## src/rtl/stopwatch_pkg.sv

```systemverilog
// Shared types and constants for the stopwatch/lap core.
package stopwatch_pkg;

    typedef enum logic [1:0] {
        ST_STOP = 2'd0,
        ST_RUN  = 2'd1,
        ST_DONE = 2'd2
    } state_t;

    localparam logic [7:0] MS10_MAX = 8'd99;
    localparam logic [7:0] SEC_MAX  = 8'd59;
    localparam int unsigned LAP_W = 24;

    typedef logic [LAP_W-1:0] lap_t;

    function automatic logic [7:0] sat8(input logic [7:0] v, input logic [7:0] lim);
        return (v > lim) ? lim : v;
    endfunction

endpackage

```

## src/rtl/stopwatch_lap_core_if.sv

```systemverilog
// Control/status bundle between the button front end, the core and the display formatter.
interface stopwatch_lap_core_if #(
    parameter int unsigned LAP_DEPTH = 4
);
    import stopwatch_pkg::*;

    logic                       run;
    logic                       mode_down;
    logic                       clear_btn;
    logic                       lap_btn;
    logic                       load;
    logic [7:0]                 preset_min;
    logic [7:0]                 preset_sec;
    logic [7:0]                 preset_ms10;
    logic                       lap_rd;
    logic [7:0]                 minute;
    logic [7:0]                 second;
    logic [7:0]                 ms10;
    logic                       running;
    logic                       done;
    logic                       ovf;
    logic                       lap_valid;
    lap_t                       lap_data;
    logic [$clog2(LAP_DEPTH):0] lap_cnt;
    logic                       lap_lost;

    modport master (
        output run, mode_down, clear_btn, lap_btn, load,
        output preset_min, preset_sec, preset_ms10, lap_rd,
        input  minute, second, ms10, running, done, ovf,
        input  lap_valid, lap_data, lap_cnt, lap_lost
    );

    modport slave (
        input  run, mode_down, clear_btn, lap_btn, load,
        input  preset_min, preset_sec, preset_ms10, lap_rd,
        output minute, second, ms10, running, done, ovf,
        output lap_valid, lap_data, lap_cnt, lap_lost
    );

endinterface

```

## src/rtl/stopwatch_lap_core_lap_fifo.sv

```systemverilog
// Lap capture FIFO: circular buffer whose push overwrites the oldest entry when full.
module lap_fifo
    import stopwatch_pkg::*;
#(
    parameter int unsigned DEPTH = 4
) (
    input  logic                   clk,
    input  logic                   rst_n,
    input  logic                   push,
    input  logic                   pop,
    input  logic                   flush,
    input  lap_t                   din,
    output lap_t                   data,
    output logic                   valid,
    output logic [$clog2(DEPTH):0] cnt,
    output logic                   lost
);
    localparam int unsigned AW = $clog2(DEPTH);

    lap_t          mem [DEPTH];
    logic [AW-1:0] wr_ptr;
    logic [AW-1:0] rd_ptr;
    logic [AW:0]   count;
    logic          full;
    logic          pop_ok;

    assign full   = (count == (AW+1)'(DEPTH));
    assign pop_ok = pop && (count != '0);

    always_ff @(posedge clk or negedge rst_n) begin
        if (!rst_n) begin
            mem    <= '{default: '0};
            wr_ptr <= '0;
            rd_ptr <= '0;
            count  <= '0;
            lost   <= 1'b0;
        end else if (flush) begin
            wr_ptr <= '0;
            rd_ptr <= '0;
            count  <= '0;
            lost   <= 1'b0;
        end else begin
            if (push) begin
                mem[wr_ptr] <= din;
                wr_ptr      <= wr_ptr + 1'b1;
            end
            // A push into a full buffer drops the head unless a pop already freed it.
            if (pop_ok || (push && full))
                rd_ptr <= rd_ptr + 1'b1;
            if (push && full && !pop_ok)
                lost <= 1'b1;
            if (push && !pop_ok && !full)
                count <= count + 1'b1;
            else if (pop_ok && !push)
                count <= count - 1'b1;
        end
    end

    assign valid = (count != '0);
    assign data  = valid ? mem[rd_ptr] : '0;
    assign cnt   = count;

endmodule

```

## src/rtl/stopwatch_lap_core.sv

```systemverilog
// Stopwatch/countdown core: prescaled time base, min/sec/10ms counters, lap capture FIFO.
module stopwatch_lap_core
    import stopwatch_pkg::*;
#(
    parameter int unsigned CLK_HZ    = 1_000_000,
    parameter int unsigned TICK_HZ   = 100,
    parameter int unsigned MIN_MAX   = 99,
    parameter int unsigned LAP_DEPTH = 4
) (
    input logic                 mclk,
    input logic                 reset,
    stopwatch_lap_core_if.slave bus
);
    localparam int unsigned     DIV     = CLK_HZ / TICK_HZ;
    localparam int unsigned     PW      = (DIV > 1) ? $clog2(DIV) : 1;
    localparam logic [PW-1:0]   PRE_TOP = PW'(DIV - 1);
    localparam logic [7:0]      MIN_TOP = 8'(MIN_MAX);

    state_t        state;
    state_t        state_nx;
    logic          mode_dn;
    logic [1:0]    clr_sync;
    logic [1:0]    lap_sync;
    logic          clr_dly;
    logic          lap_dly;
    logic          clr_edge;
    logic          lap_edge;
    logic          clr_do;
    logic          load_do;
    logic          lap_push;
    logic          tick;
    logic          at_zero;
    logic          at_one;
    logic [PW-1:0] presc;
    logic [7:0]    min_q;
    logic [7:0]    sec_q;
    logic [7:0]    ms_q;
    logic          ovf_q;

    always_ff @(posedge mclk or negedge reset) begin
        if (!reset) begin
            clr_sync <= '0;
            lap_sync <= '0;
            clr_dly  <= 1'b0;
            lap_dly  <= 1'b0;
        end else begin
            clr_sync <= {clr_sync[0], bus.clear_btn};
            lap_sync <= {lap_sync[0], bus.lap_btn};
            clr_dly  <= clr_sync[1];
            lap_dly  <= lap_sync[1];
        end
    end

    assign clr_edge = clr_sync[1] & ~clr_dly;
    assign lap_edge = lap_sync[1] & ~lap_dly;
    assign clr_do   = clr_edge && (state != ST_RUN);
    assign load_do  = bus.load && (state != ST_RUN);
    assign lap_push = lap_edge && (state == ST_RUN);
    assign tick     = (state == ST_RUN) && (presc == PRE_TOP);
    assign at_zero  = (min_q == '0) && (sec_q == '0) && (ms_q == '0);
    assign at_one   = (min_q == '0) && (sec_q == '0) && (ms_q == 8'd1);

    always_ff @(posedge mclk or negedge reset) begin
        if (!reset) state <= ST_STOP;
        else        state <= state_nx;
    end

    always_comb begin
        state_nx = state;
        unique case (state)
            ST_STOP: if (!clr_do && !bus.load && bus.run && !(bus.mode_down && at_zero))
                         state_nx = ST_RUN;
            ST_RUN:  if (tick && mode_dn && at_one) state_nx = ST_DONE;
                     else if (!bus.run)             state_nx = ST_STOP;
            ST_DONE: if (clr_do || bus.load) state_nx = ST_STOP;
            default: state_nx = ST_STOP;
        endcase
    end

    always_comb begin
        bus.running = (state == ST_RUN);
        bus.done    = (state == ST_DONE);
    end

    always_ff @(posedge mclk or negedge reset) begin
        if (!reset)                 mode_dn <= 1'b0;
        else if (state == ST_STOP)  mode_dn <= bus.mode_down;
    end

    always_ff @(posedge mclk or negedge reset) begin
        if (!reset) begin
            presc <= '0;
            min_q <= '0;
            sec_q <= '0;
            ms_q  <= '0;
            ovf_q <= 1'b0;
        end else begin
            ovf_q <= 1'b0;
            if (clr_do) begin
                presc <= '0;
                min_q <= '0;
                sec_q <= '0;
                ms_q  <= '0;
            end else if (load_do) begin
                presc <= '0;
                min_q <= sat8(bus.preset_min, MIN_TOP);
                sec_q <= sat8(bus.preset_sec, SEC_MAX);
                ms_q  <= sat8(bus.preset_ms10, MS10_MAX);
            end else if (state == ST_RUN) begin
                presc <= tick ? '0 : presc + 1'b1;
                if (tick && !mode_dn) begin
                    if (ms_q != MS10_MAX) ms_q <= ms_q + 8'd1;
                    else begin
                        ms_q <= '0;
                        if (sec_q != SEC_MAX) sec_q <= sec_q + 8'd1;
                        else begin
                            sec_q <= '0;
                            if (min_q != MIN_TOP) min_q <= min_q + 8'd1;
                            else begin
                                min_q <= '0;
                                ovf_q <= 1'b1;
                            end
                        end
                    end
                end else if (tick) begin
                    // Down count never starts from zero, so the minute borrow cannot underflow.
                    if (ms_q != '0) ms_q <= ms_q - 8'd1;
                    else begin
                        ms_q <= MS10_MAX;
                        if (sec_q != '0) sec_q <= sec_q - 8'd1;
                        else begin
                            sec_q <= SEC_MAX;
                            min_q <= min_q - 8'd1;
                        end
                    end
                end
            end
        end
    end

    assign bus.minute = min_q;
    assign bus.second = sec_q;
    assign bus.ms10   = ms_q;
    assign bus.ovf    = ovf_q;

    lap_fifo #(.DEPTH(LAP_DEPTH)) u_lap_fifo (
        .clk   (mclk),
        .rst_n (reset),
        .push  (lap_push),
        .pop   (bus.lap_rd),
        .flush (clr_do),
        .din   ({min_q, sec_q, ms_q}),
        .data  (bus.lap_data),
        .valid (bus.lap_valid),
        .cnt   (bus.lap_cnt),
        .lost  (bus.lap_lost)
    );

endmodule

```

## src/flat_wrapper.sv

```systemverilog
// flat-port wrapper written by rule: the top's interface ports become plain ports
module stopwatch_lap_core_flat import stopwatch_pkg::*;
#(
    parameter int unsigned CLK_HZ    = 1_000_000,
    parameter int unsigned TICK_HZ   = 100,
    parameter int unsigned MIN_MAX   = 99,
    parameter int unsigned LAP_DEPTH = 4
)
  (mclk, reset, bus_run, bus_mode_down, bus_clear_btn, bus_lap_btn, bus_load, bus_preset_min, bus_preset_sec, bus_preset_ms10, bus_lap_rd, bus_minute, bus_second, bus_ms10, bus_running, bus_done, bus_ovf, bus_lap_valid, bus_lap_data, bus_lap_cnt, bus_lap_lost);
  stopwatch_lap_core_if #(.LAP_DEPTH(LAP_DEPTH)) bus_i ();
  input logic mclk;
  input logic reset;
  input wire logic [$bits(bus_i.run)-1:0] bus_run;
  input wire logic [$bits(bus_i.mode_down)-1:0] bus_mode_down;
  input wire logic [$bits(bus_i.clear_btn)-1:0] bus_clear_btn;
  input wire logic [$bits(bus_i.lap_btn)-1:0] bus_lap_btn;
  input wire logic [$bits(bus_i.load)-1:0] bus_load;
  input wire logic [$bits(bus_i.preset_min)-1:0] bus_preset_min;
  input wire logic [$bits(bus_i.preset_sec)-1:0] bus_preset_sec;
  input wire logic [$bits(bus_i.preset_ms10)-1:0] bus_preset_ms10;
  input wire logic [$bits(bus_i.lap_rd)-1:0] bus_lap_rd;
  output wire logic [$bits(bus_i.minute)-1:0] bus_minute;
  output wire logic [$bits(bus_i.second)-1:0] bus_second;
  output wire logic [$bits(bus_i.ms10)-1:0] bus_ms10;
  output wire logic [$bits(bus_i.running)-1:0] bus_running;
  output wire logic [$bits(bus_i.done)-1:0] bus_done;
  output wire logic [$bits(bus_i.ovf)-1:0] bus_ovf;
  output wire logic [$bits(bus_i.lap_valid)-1:0] bus_lap_valid;
  output wire logic [$bits(bus_i.lap_data)-1:0] bus_lap_data;
  output wire logic [$bits(bus_i.lap_cnt)-1:0] bus_lap_cnt;
  output wire logic [$bits(bus_i.lap_lost)-1:0] bus_lap_lost;
  assign bus_i.run = bus_run;
  assign bus_i.mode_down = bus_mode_down;
  assign bus_i.clear_btn = bus_clear_btn;
  assign bus_i.lap_btn = bus_lap_btn;
  assign bus_i.load = bus_load;
  assign bus_i.preset_min = bus_preset_min;
  assign bus_i.preset_sec = bus_preset_sec;
  assign bus_i.preset_ms10 = bus_preset_ms10;
  assign bus_i.lap_rd = bus_lap_rd;
  assign bus_minute = bus_i.minute;
  assign bus_second = bus_i.second;
  assign bus_ms10 = bus_i.ms10;
  assign bus_running = bus_i.running;
  assign bus_done = bus_i.done;
  assign bus_ovf = bus_i.ovf;
  assign bus_lap_valid = bus_i.lap_valid;
  assign bus_lap_data = bus_i.lap_data;
  assign bus_lap_cnt = bus_i.lap_cnt;
  assign bus_lap_lost = bus_i.lap_lost;
  stopwatch_lap_core #(.CLK_HZ(CLK_HZ), .TICK_HZ(TICK_HZ), .MIN_MAX(MIN_MAX), .LAP_DEPTH(LAP_DEPTH)) u_core (.mclk(mclk), .reset(reset), .bus(bus_i));
endmodule
```

## config.mk

```make
export PLATFORM = sky130hd
export DESIGN_NAME = stopwatch_lap_core_flat
export DESIGN_NICKNAME = d
export VERILOG_FILES = /design/src/rtl/stopwatch_pkg.sv /design/src/rtl/stopwatch_lap_core_if.sv /design/src/rtl/stopwatch_lap_core_lap_fifo.sv /design/src/rtl/stopwatch_lap_core.sv /design/src/flat_wrapper.sv
export SDC_FILE = /design/constraint.sdc
export NUM_CORES = 1
export LEC_CHECK = 0
export ABC_CLOCK_PERIOD_IN_PS = 2660
export BUFFER_PORTS_ARGS = -buffer_cell sky130_fd_sc_hd__buf_4
export CORE_MARGIN = 1.5
export CORE_UTILIZATION = 45
export DETAILED_ROUTE_END_ITERATION = 6
export GPL_ROUTABILITY_DRIVEN = 0
export HOLD_SLACK_MARGIN = 0.1
export SYNTH_ARGS = -nofsm -noshare
export SYNTH_HDL_FRONTEND = slang
export SYNTH_SLANG_ARGS = --single-unit
```

## constraint.sdc

```tcl
create_clock -name mclk -period 2.66 [get_ports mclk]
set_input_delay 0.266 -clock mclk [delete_from_list [all_inputs] [get_ports mclk]]
set_output_delay 0.266 -clock mclk [all_outputs]
set_load 0.02 [all_outputs]
```

==> reports/qor.txt, run 1 <==
Cell Area, Synth = 8488 µm²
layout cells sized above 1 = 0.3069
Area growth syn-to-layout = 20.92%
crit path max fanout = 26
via count = 6990
Fmax achieved = 381.8 MHz
Mapped Nets = 850
post-detailed-placement half-perimeter wirelength = 16020 µm
Iter 0 DRT Violations = 531
antenna cells = 0
TritonCTS sink count = 152
final setup TNS = 0 ps
mux share of post-synthesis cell area = 0.1624
initial antenna violation count = 0
CTS Buf Count = 17
Avg Inst Size Synth = 10.58 µm²
max capacitance violation total = 0
Synth Area in Compound Gates = 0.1349
vias in the first global route = 7096
vias per cell = 6.047
CTS tree = done
wire length per cell = 19.88 µm
Worst Hold Depth = 3
Final #Nets = 957
Max Clock Skew = 10.07 ps
CP startpoint kind = flip-flop
commonest non-fill, non-tap cell in the layout = dfrtp_1
Simple-Gate Fraction of Synth Area = 0.1707
GRT Util Overall = 0.2424
kind of critical path = reg -> reg
DRC = 0
Worst Path Arrival = 2930 ps
Initial Util = 0.4568
Clk Latency, worst-skew pair = 430 ps
final hold viol count = 0
post-synthesis instance total = 802
placeable core area = 18580 µm²
Post-CTS Resized = 0
Detailed Route WL = 22980 µm
Synth async-reset ratio = 1.000
RSZ-0062 raised after global routing = false
Die Ht = 140.3 µm
post-synthesis adder-cell area fraction = 0.02447
most frequent cells in the layout = dfrtp_1 (152), buf_4 (137), nand2_1 (76)
Hold Path Origin = bus_preset_ms10[3]
clock transition at the registers of the reported paths = 70 ps
period utilisation layout = 0.9846
Post-synth EDFFs = 0
port bufs = 87
largest net degree at the start of global routing = 81
Power Density = 816.7 nW/µm²
Routed Antenna Nets = 0
setup violators final = 0
I/O Pins = 88
Worst-Margin Slew = 855.5 ps
worst hold path class = in -> reg
outcome = complete, no violations
Overflow after GRT = 0
worst rel slew slack = 0.4236
top cells by area, synth = dfrtp_1 (45%), mux2_2 (9.0%), mux4_2 (6.6%), o21ai_0 (3.5%), nand2_1 (3.4%)
first-pass GRT wire length = 37300 µm
YS warnings = 0
main combinational cell family by area after synthesis = simple AND/OR/NAND/NOR gates
Max rail drop VDD = 0.0004835 V
clk buf depth = 2
area of the die = 19700 µm²
die width = 140.3 µm
area share of the largest cell type after synthesis = 0.4481
# rows = 50
Worst Setup SP = u_core.presc[7]$_DFFE_PN0P_
Reg-to-Reg Start = u_core.presc[7]$_DFFE_PN0P_
Critical Path End Type = flip-flop
Top FF cell, synth = dfrtp_1
DR pass1 iterations = 5
Final Critical Period = 2619 ps
Max Slew Vio Count = 0
Worst EP required = 2970 ps
fin util = 0.5524
clock root buffer = clkbuf_16
xor and xnor area share after synthesis = 0.02064
Synth cell types = 83
R2R cell count = 5
htree depth = 4
leakage power = 4.686 nW
Yosys reg bits = 152
area leader, netlist = dfrtp_1
register area share after synthesis = 0.4481
worst max-delay path: stages (launching register included):
cell	delay, ps
dfrtp_1	410
or4b_4	590
or4_1	590
buf_12	200
o311a_4	400
a221o_1	300
registers in the layout, indices dropped and copies added, names as in the netlist, 2 cells and up:
name and count:
u_core.u_lap_fifo.cnt 3, u_core.bus.ms10 8, u_core.presc 14, u_core.bus.minute 8
u_core.u_lap_fifo.rd_ptr 2, u_core.lap_sync 2, u_core.clr_sync 2, u_core.state 2
u_core.bus.second 8, u_core.u_lap_fifo.mem 96, u_core.u_lap_fifo.wr_ptr 2
metrics by stage:
stage / area [µm²] / setup slack, ps / power (mW) / hold WS [ps] / cells
2_1_floorplan: 8488 / 136.6 / 4.904 / -29.59 / 802
3_3_place_gp: 9627 / 114.8 / 5.935 / 340.4 / 1118
3_5_place_dp: 9627 / 62.00 / 6.021 / 339.4 / 1118
4_1_cts: 10250 / 52.71 / 8.416 / 100.3 / 1155
5_1_grt: 10260 / 17.36 / 8.860 / 123.2 / 1156
6_report: 10260 / 40.86 / 8.382 / 116.6 / 1156
synthesized netlist by cell type, types with 3 or more instances:
cell type / instances
nor3_1: 16
clkbuf_1: 45
mux2_2: 68
nor4_1: 8
xor2_1: 13
nand4_1: 8
inv_1: 19
a21o_1: 3
a21oi_1: 20
o2111ai_1: 3
a211oi_1: 5
or4_1: 8
nand3_1: 32
nor3b_1: 4
or3_1: 7
dfrtp_1: 152
o21ai_0: 59
a22oi_1: 4
nand3b_1: 4
or2_2: 4
and2_1: 26
ha_1: 15
a311oi_1: 5
nand4b_1: 4
o22ai_1: 5
nand2_1: 76
o31ai_1: 8
buf_1: 8
xnor2_1: 7
nor2_1: 44
nand2b_1: 6
mux2i_1: 5
mux4_2: 25
a31oi_1: 11
o211ai_1: 5
a32o_1: 6
final timing paths:
| path | endpoint | slack [ps] |
|---|---|---|
| hold / removal | u_core.bus.ms10[3]$_DFFE_PN0P_ | 120 |
| setup / recovery | u_core.bus.second[2]$_DFFE_PN0P_ | 40 |
| hold reg to reg | u_core.lap_sync[1]$_DFF_PN0_ | 350 |
| max in group asynchronous | u_core.u_lap_fifo.mem[59]$_DFFE_PN0P_ | 1390 |
| setup reg to reg | u_core.bus.second[2]$_DFFE_PN0P_ | 40 |
| min in group asynchronous | u_core.u_lap_fifo.mem[80]$_DFFE_PN0P_ | 450 |
timing repair:
action / 4_1_cts / 5_1_grt
setup endpoints to repair: 0 / 0
hold buffers: 5 / 1
setup buffers: 0 / 0
hold endpoints to repair: 80 / 1
metal layers:
metal | global-route usage | vias up | wire length [µm]
met3 | 0.04034 | 37 | 1105
met5 | 0 | - | 0
met4 | 0.07535 | 0 | 380
met2 | 0.3919 | 237 | 10970
met1 | 0.3351 | 3533 | 10520
li1 | - | 3183 | -
final cells by class:
class / count / area (µm²)
clock buffer: 18 / 439.2
clock inverter: 14 / 137.6
fill: 1562 / 8317
inverter: 20 / 75.07
multi-input combinational: 571 / 4355
sequential: 152 / 3804
tap: 234 / 292.8
timing repair buffer: 147 / 1160
where the power goes:
part           switching (mW)  internal [mW]
Sequential              0.331           2.66
Combinational            1.65           1.36
Clock                    1.04           1.34
Total                    3.03           5.36
cell families after synthesis:
family / count (synthesis)
simple gates: 268
compound gates: 169
flops: 152
mux: 98
buf+inv: 79
xor+xnor: 20
fa+ha+maj: 16
Note: power is estimated with default switching activity, not from simulation.
==> run 2, diff against run 1 <==
- GPL_TIMING_DRIVEN: not set -> 0
==> run 2 against run 1 <==
Worst hold slack better by 22 ps. Combinational power about the same. Design area fell by 0.72%. Global-route usage increased by 0.84 points.
==> reports/qor.txt, run 2 (synthesized netlist as in run 1, its figures left out) <==
outcome = complete, no violations
Initial Util = 0.4568
critical path, cell by cell = or4b_4 > or4_4 > buf_6 > buf_4 > o211ai_1 > o211ai_1 > a32o_1
commonest non-fill, non-tap cell in the layout = dfrtp_1
CP startpoint kind = flip-flop
vias per cell = 6.057
CP max stage delay = 590 ps
max capacitance violation total = 0
Max rail drop VDD = 0.0004911 V
met3 WL post-DR = 1396 µm
leakage power = 4.548 nW
Worst EP required = 2960 ps
clock transition at the registers of the reported paths = 60 ps
DRC = 0
fin util = 0.5484
CTS tree = done
port bufs = 86
Final Critical Period = 2607 ps
htree depth = 4
kind of critical path = reg -> reg
layout cells sized above 1 = 0.2794
Fmax achieved = 383.5 MHz
biggest regs = u_core.u_lap_fifo.mem x96, u_core.presc x14
Overflow after GRT = 0
Largest delay share family, worst path = simple AND/OR/NAND/NOR gates
Worst-Margin Slew = 948.5 ps
DR pass1 iterations = 5
post-detailed-placement half-perimeter wirelength = 16980 µm
placeable core area = 18580 µm²
GRT Util Overall = 0.2508
M1 wire length = 10280 µm
# rows = 50
RSZ-0062 raised after global routing = false
worst rel slew slack = 0.3653
Bufs and invs on worst path = 2
Iter 0 DRT Violations = 566
clk buf depth = 2
worst hold path class = in -> reg
met2 wire length = 11500 µm
Reg with most FFs = u_core.u_lap_fifo.mem
via count = 7032
Detailed Route WL = 23720 µm
final hold viol count = 0
Max Slew Vio Count = 0
most used cell, CP = o211ai_1
wire length per cell = 20.43 µm
CP max stage cell = or4b_4
Clk Latency, worst-skew pair = 420 ps
Max Clock Skew = 7.708 ps
Critical Path End Type = flip-flop
antenna cells = 0
Area growth syn-to-layout = 20.05%
Routed Antenna Nets = 0
die width = 140.3 µm
crit path max fanout = 10
largest net degree at the start of global routing = 103
first-pass GRT wire length = 38140 µm
worst hold slack = 138.7 ps
period utilisation layout = 0.9802
Final #Nets = 963
Die Ht = 140.3 µm
vias in the first global route = 7053
CTS Buf Count = 17
number of flip-flops under the largest register name = 96
clock root buffer = clkbuf_16
initial antenna violation count = 0
Max Used Layer = met4
final setup TNS = 0 ps
Power Density = 818.7 nW/µm²
setup violators final = 0
area of the die = 19700 µm²
Worst Path Arrival = 2910 ps
I/O Pins = 88
most frequent cells in the layout = dfrtp_1 (148), buf_4 (92), nand2_1 (76)
TritonCTS sink count = 152
-- run 2: cell count changes in the layout (fill, tap and decap cells not counted), moves of 3 or more --
cell and change:
clkbuf_1 +39, inv_6 -5, dfrtp_2 +4, dfrtp_1 -4, clkbuf_2 +4, buf_12 -3, clkinvlp_4 +5, clkinv_4 -3
buf_2 +3, buf_1 +5, buf_4 -45
-- run 2: report_power, final --
part	switching [mW]	internal, mW	leakage, nW	total (mW)
combinational	1.70	1.29	2.24	2.99
sequential	0.318	2.66	2.04	2.98
clock	0.975	1.40	0.261	2.37
-- run 2: per-stage QoR --
stage	std cells	cell area, µm²	setup WS [ps]	power [mW]
floorplan	802	8488	136.6	4.904
global placement	1122	9427	-346.7	5.869
detailed placement	1123	9458	-360.2	5.972
CTS	1162	10160	10.39	8.382
global route	1161	10190	3.490	8.798
finish	1161	10190	52.60	8.342
-- run 2: what timing repair did --
| item | 4_1_cts | 5_1_grt |
|---|---|---|
| setup endpoints to repair | 130 | 22 |
| hold buffers | 6 | 0 |
| setup buffers | 4 | 0 |
| hold endpoints to repair | 55 | 0 |
| gates resized for setup | 25 | 14 |
| pin swaps | 1 | 2 |
-- run 2: per-layer routing --
metal,GRT usage,up-vias
li1,-,3196
met1,0.3360,3528
met2,0.4096,262
met3,0.04205,46
met4,0.09529,0
met5,0,-
-- run 2: worst min-delay path: stages --
cell and delay (ps):
buf_4 80, o21ai_0 70, o22ai_1 100
-- run 2: final cells by class --
| class | count | area (µm²) |
|---|---|---|
| buffer | 56 | 260.3 |
| clock buffer | 20 | 446.7 |
| clock inverter | 11 | 123.9 |
| fill | 1645 | 8391 |
| inverter | 20 | 75.07 |
| multi-input combinational | 571 | 4415 |
| sequential | 152 | 3809 |
| tap | 234 | 292.8 |
| timing repair buffer | 97 | 767.0 |
-- run 2: worst paths after layout --
check / startpoint / end / slack, ps / depth (start not counted)
hold / removal: bus_preset_ms10[0] / u_core.bus.ms10[0]$_DFFE_PN0P_ / 140 / 3
hold reg to reg: u_core.clr_sync[0]$_DFF_PN0_ / u_core.clr_sync[1]$_DFF_PN0_ / 350 / 0
setup / recovery: u_core.presc[5]$_DFFE_PN0P_ / u_core.bus.second[5]$_DFFE_PN0P_ / 50 / 7
setup reg to reg: u_core.presc[5]$_DFFE_PN0P_ / u_core.bus.second[5]$_DFFE_PN0P_ / 50 / 7
min in group asynchronous: reset / u_core.u_lap_fifo.mem[56]$_DFFE_PN0P_ / 350 / 2
max in group asynchronous: reset / u_core.state[0]$_DFFE_PN0P_ / 1420 / 3
==> run 3, diff against run 2 <==
- MAX_ROUTING_LAYER: not set -> met4
- RECOVER_POWER: not set -> 25
==> run 3 against run 2 <==
Utilization is 0.28 points lower. Critical path depth unchanged. Worst hold slack about the same. First-iteration DRC count down 30%. Clock skew about the same. Sequential share of layout area grew 0.19 points. Sequential power hardly changed. Cell count unchanged. Critical endpoint unchanged. Largest cell class unchanged. Highest routed layer unchanged.
==> reports/qor.txt, run 3 (synthesized netlist as in run 1, its figures left out) <==
commonest non-fill, non-tap cell in the layout = dfrtp_1
Max rail drop VDD = 0.0004886 V
most used cell, CP = o211ai_1
Iter 0 DRT Violations = 399
Reg with most FFs = u_core.u_lap_fifo.mem
worst hold path class = in -> reg
worst hold slack = 139.0 ps
kind of critical path = reg -> reg
Overflow after GRT = 0
fin area = 10140 µm²
Final Critical Period = 2602 ps
htree depth = 4
I/O Pins = 88
GR peak layer = met2
DP Cell Count = 1123
die width = 140.3 µm
Worst Path Arrival = 2900 ps
Non-Filler Instances = 1161
final hold viol count = 0
antenna cells = 0
CTS tree = done
CP startpoint kind = flip-flop
grt met3 use = 0.03863
via count = 7003
number of flip-flops under the largest register name = 96
most frequent cells in the layout = dfrtp_1 (148), buf_4 (76), nand2_1 (76)
leakage power = 4.491 nW
vias in the first global route = 7046
area of the die = 19700 µm²
placeable core area = 18580 µm²
GRT Util Overall = 0.2586
Placed Instance Area = 9458 µm²
routing usage on met2 = 0.4104
Initial Util = 0.4568
Fmax achieved = 384.3 MHz
setup violators final = 0
critical path, cell by cell = or4b_4 > or4_4 > buf_6 > buf_4 > o211ai_1 > o211ai_1 > a32o_1
Critical Path End Type = flip-flop
largest net degree at the start of global routing = 103
wire length per cell = 20.44 µm
met1 usage = 0.3391
Die Ht = 140.3 µm
clock transition at the registers of the reported paths = 60 ps
vias per cell = 6.032
Worst EP required = 2960 ps
worst rel slew slack = 0.1235
Max Slew Vio Count = 0
Area growth syn-to-layout = 19.43%
Max Clock Skew = 8.008 ps
max capacitance violation total = 0
DR pass1 iterations = 5
Clk Latency, worst-skew pair = 420 ps
clk buf depth = 2
first-pass GRT wire length = 38210 µm
CP max stage delay = 590 ps
clock root buffer = clkbuf_16
crit path max fanout = 10
# rows = 50
Detailed Route WL = 23730 µm
initial antenna violation count = 0
TritonCTS sink count = 152
outcome = complete, no violations
period utilisation layout = 0.9781
port bufs = 86
layout cells sized above 1 = 0.2654
Worst-Margin Slew = 1315 ps
Routed Antenna Nets = 0
DRC = 0
CTS Buf Count = 17
Power Density = 819.6 nW/µm²
CP max stage cell = or4b_4
Final #Nets = 963
post-detailed-placement half-perimeter wirelength = 16980 µm
biggest regs = u_core.u_lap_fifo.mem x96, u_core.presc x14
[run 3: cell types whose count changed in the layout (fill, tap and decap cells not counted), sizes merged]
cell,previous run,this run
buf,105,88
clkbuf,62,79
[run 3: worst max-delay path: cells and delay by family (launching register included)]
family | cells | cell delay [ps]
AND/OR/NAND/NOR | 2 | 1130
AO/OA/AOI/OAI | 3 | 560
flip-flops | 1 | 440
buffers and inverters | 2 | 350
[run 3: cell type report]
type	count	area [µm²]
well taps	234	292.8
repair buffers	97	708.2
inverters	20	75.07
fillers	1661	8443
plain buffers	56	260.3
clock inverters	11	123.9
clock buffers	20	446.7
multi-input cells	571	4422
flip-flops and latches	152	3809
[run 3: repair_timing]
| action | in CTS | in global routing |
|---|---|---|
| endpoints found under the setup margin | 130 | 23 |
| resized for setup | 25 | 15 |
| setup buffers | 4 | 0 |
| pin swaps | 1 | 2 |
| hold buffers | 6 | 0 |
| hold endpoints to repair | 55 | 0 |
[run 3: worst paths after layout]
check | startpoint | end | slack, ps | depth (start not counted)
max in group asynchronous | reset | u_core.state[0]$_DFFE_PN0P_ | 860 | 3
min | bus_preset_ms10[0] | u_core.bus.ms10[0]$_DFFE_PN0P_ | 140 | 3
min in group asynchronous | reset | u_core.u_lap_fifo.mem[56]$_DFFE_PN0P_ | 660 | 2
max reg2reg | u_core.presc[5]$_DFFE_PN0P_ | u_core.bus.second[5]$_DFFE_PN0P_ | 60 | 7
max | u_core.presc[5]$_DFFE_PN0P_ | u_core.bus.second[5]$_DFFE_PN0P_ | 60 | 7
min reg2reg | u_core.clr_sync[0]$_DFF_PN0_ | u_core.clr_sync[1]$_DFF_PN0_ | 350 | 0
[run 3: layer usage]
metal	vias up	share of wire
li1	3192	-
met2	257	0.49
met5	-	0
met1	3510	0.44
met3	44	0.053
met4	0	0.023
[run 3: stage by stage]
stage	power (mW)	worst slack (ps)	utilization	setup TNS, ps
after floorplan	4.904	136.6	-	0
after global placement	5.869	-346.7	0.5073	-22610
after detailed placement	5.972	-360.2	0.5090	-23020
after CTS	8.382	10.39	0.5467	0
after global routing	8.763	-0.2929	0.5456	-0.2929
final	8.309	58.12	0.5456	0
[run 3: report_power, final]
part	internal (mW)	total, mW	switching [mW]
clock network	1.40	2.38	0.977
logic	1.25	2.95	1.70
registers	2.66	2.98	0.318
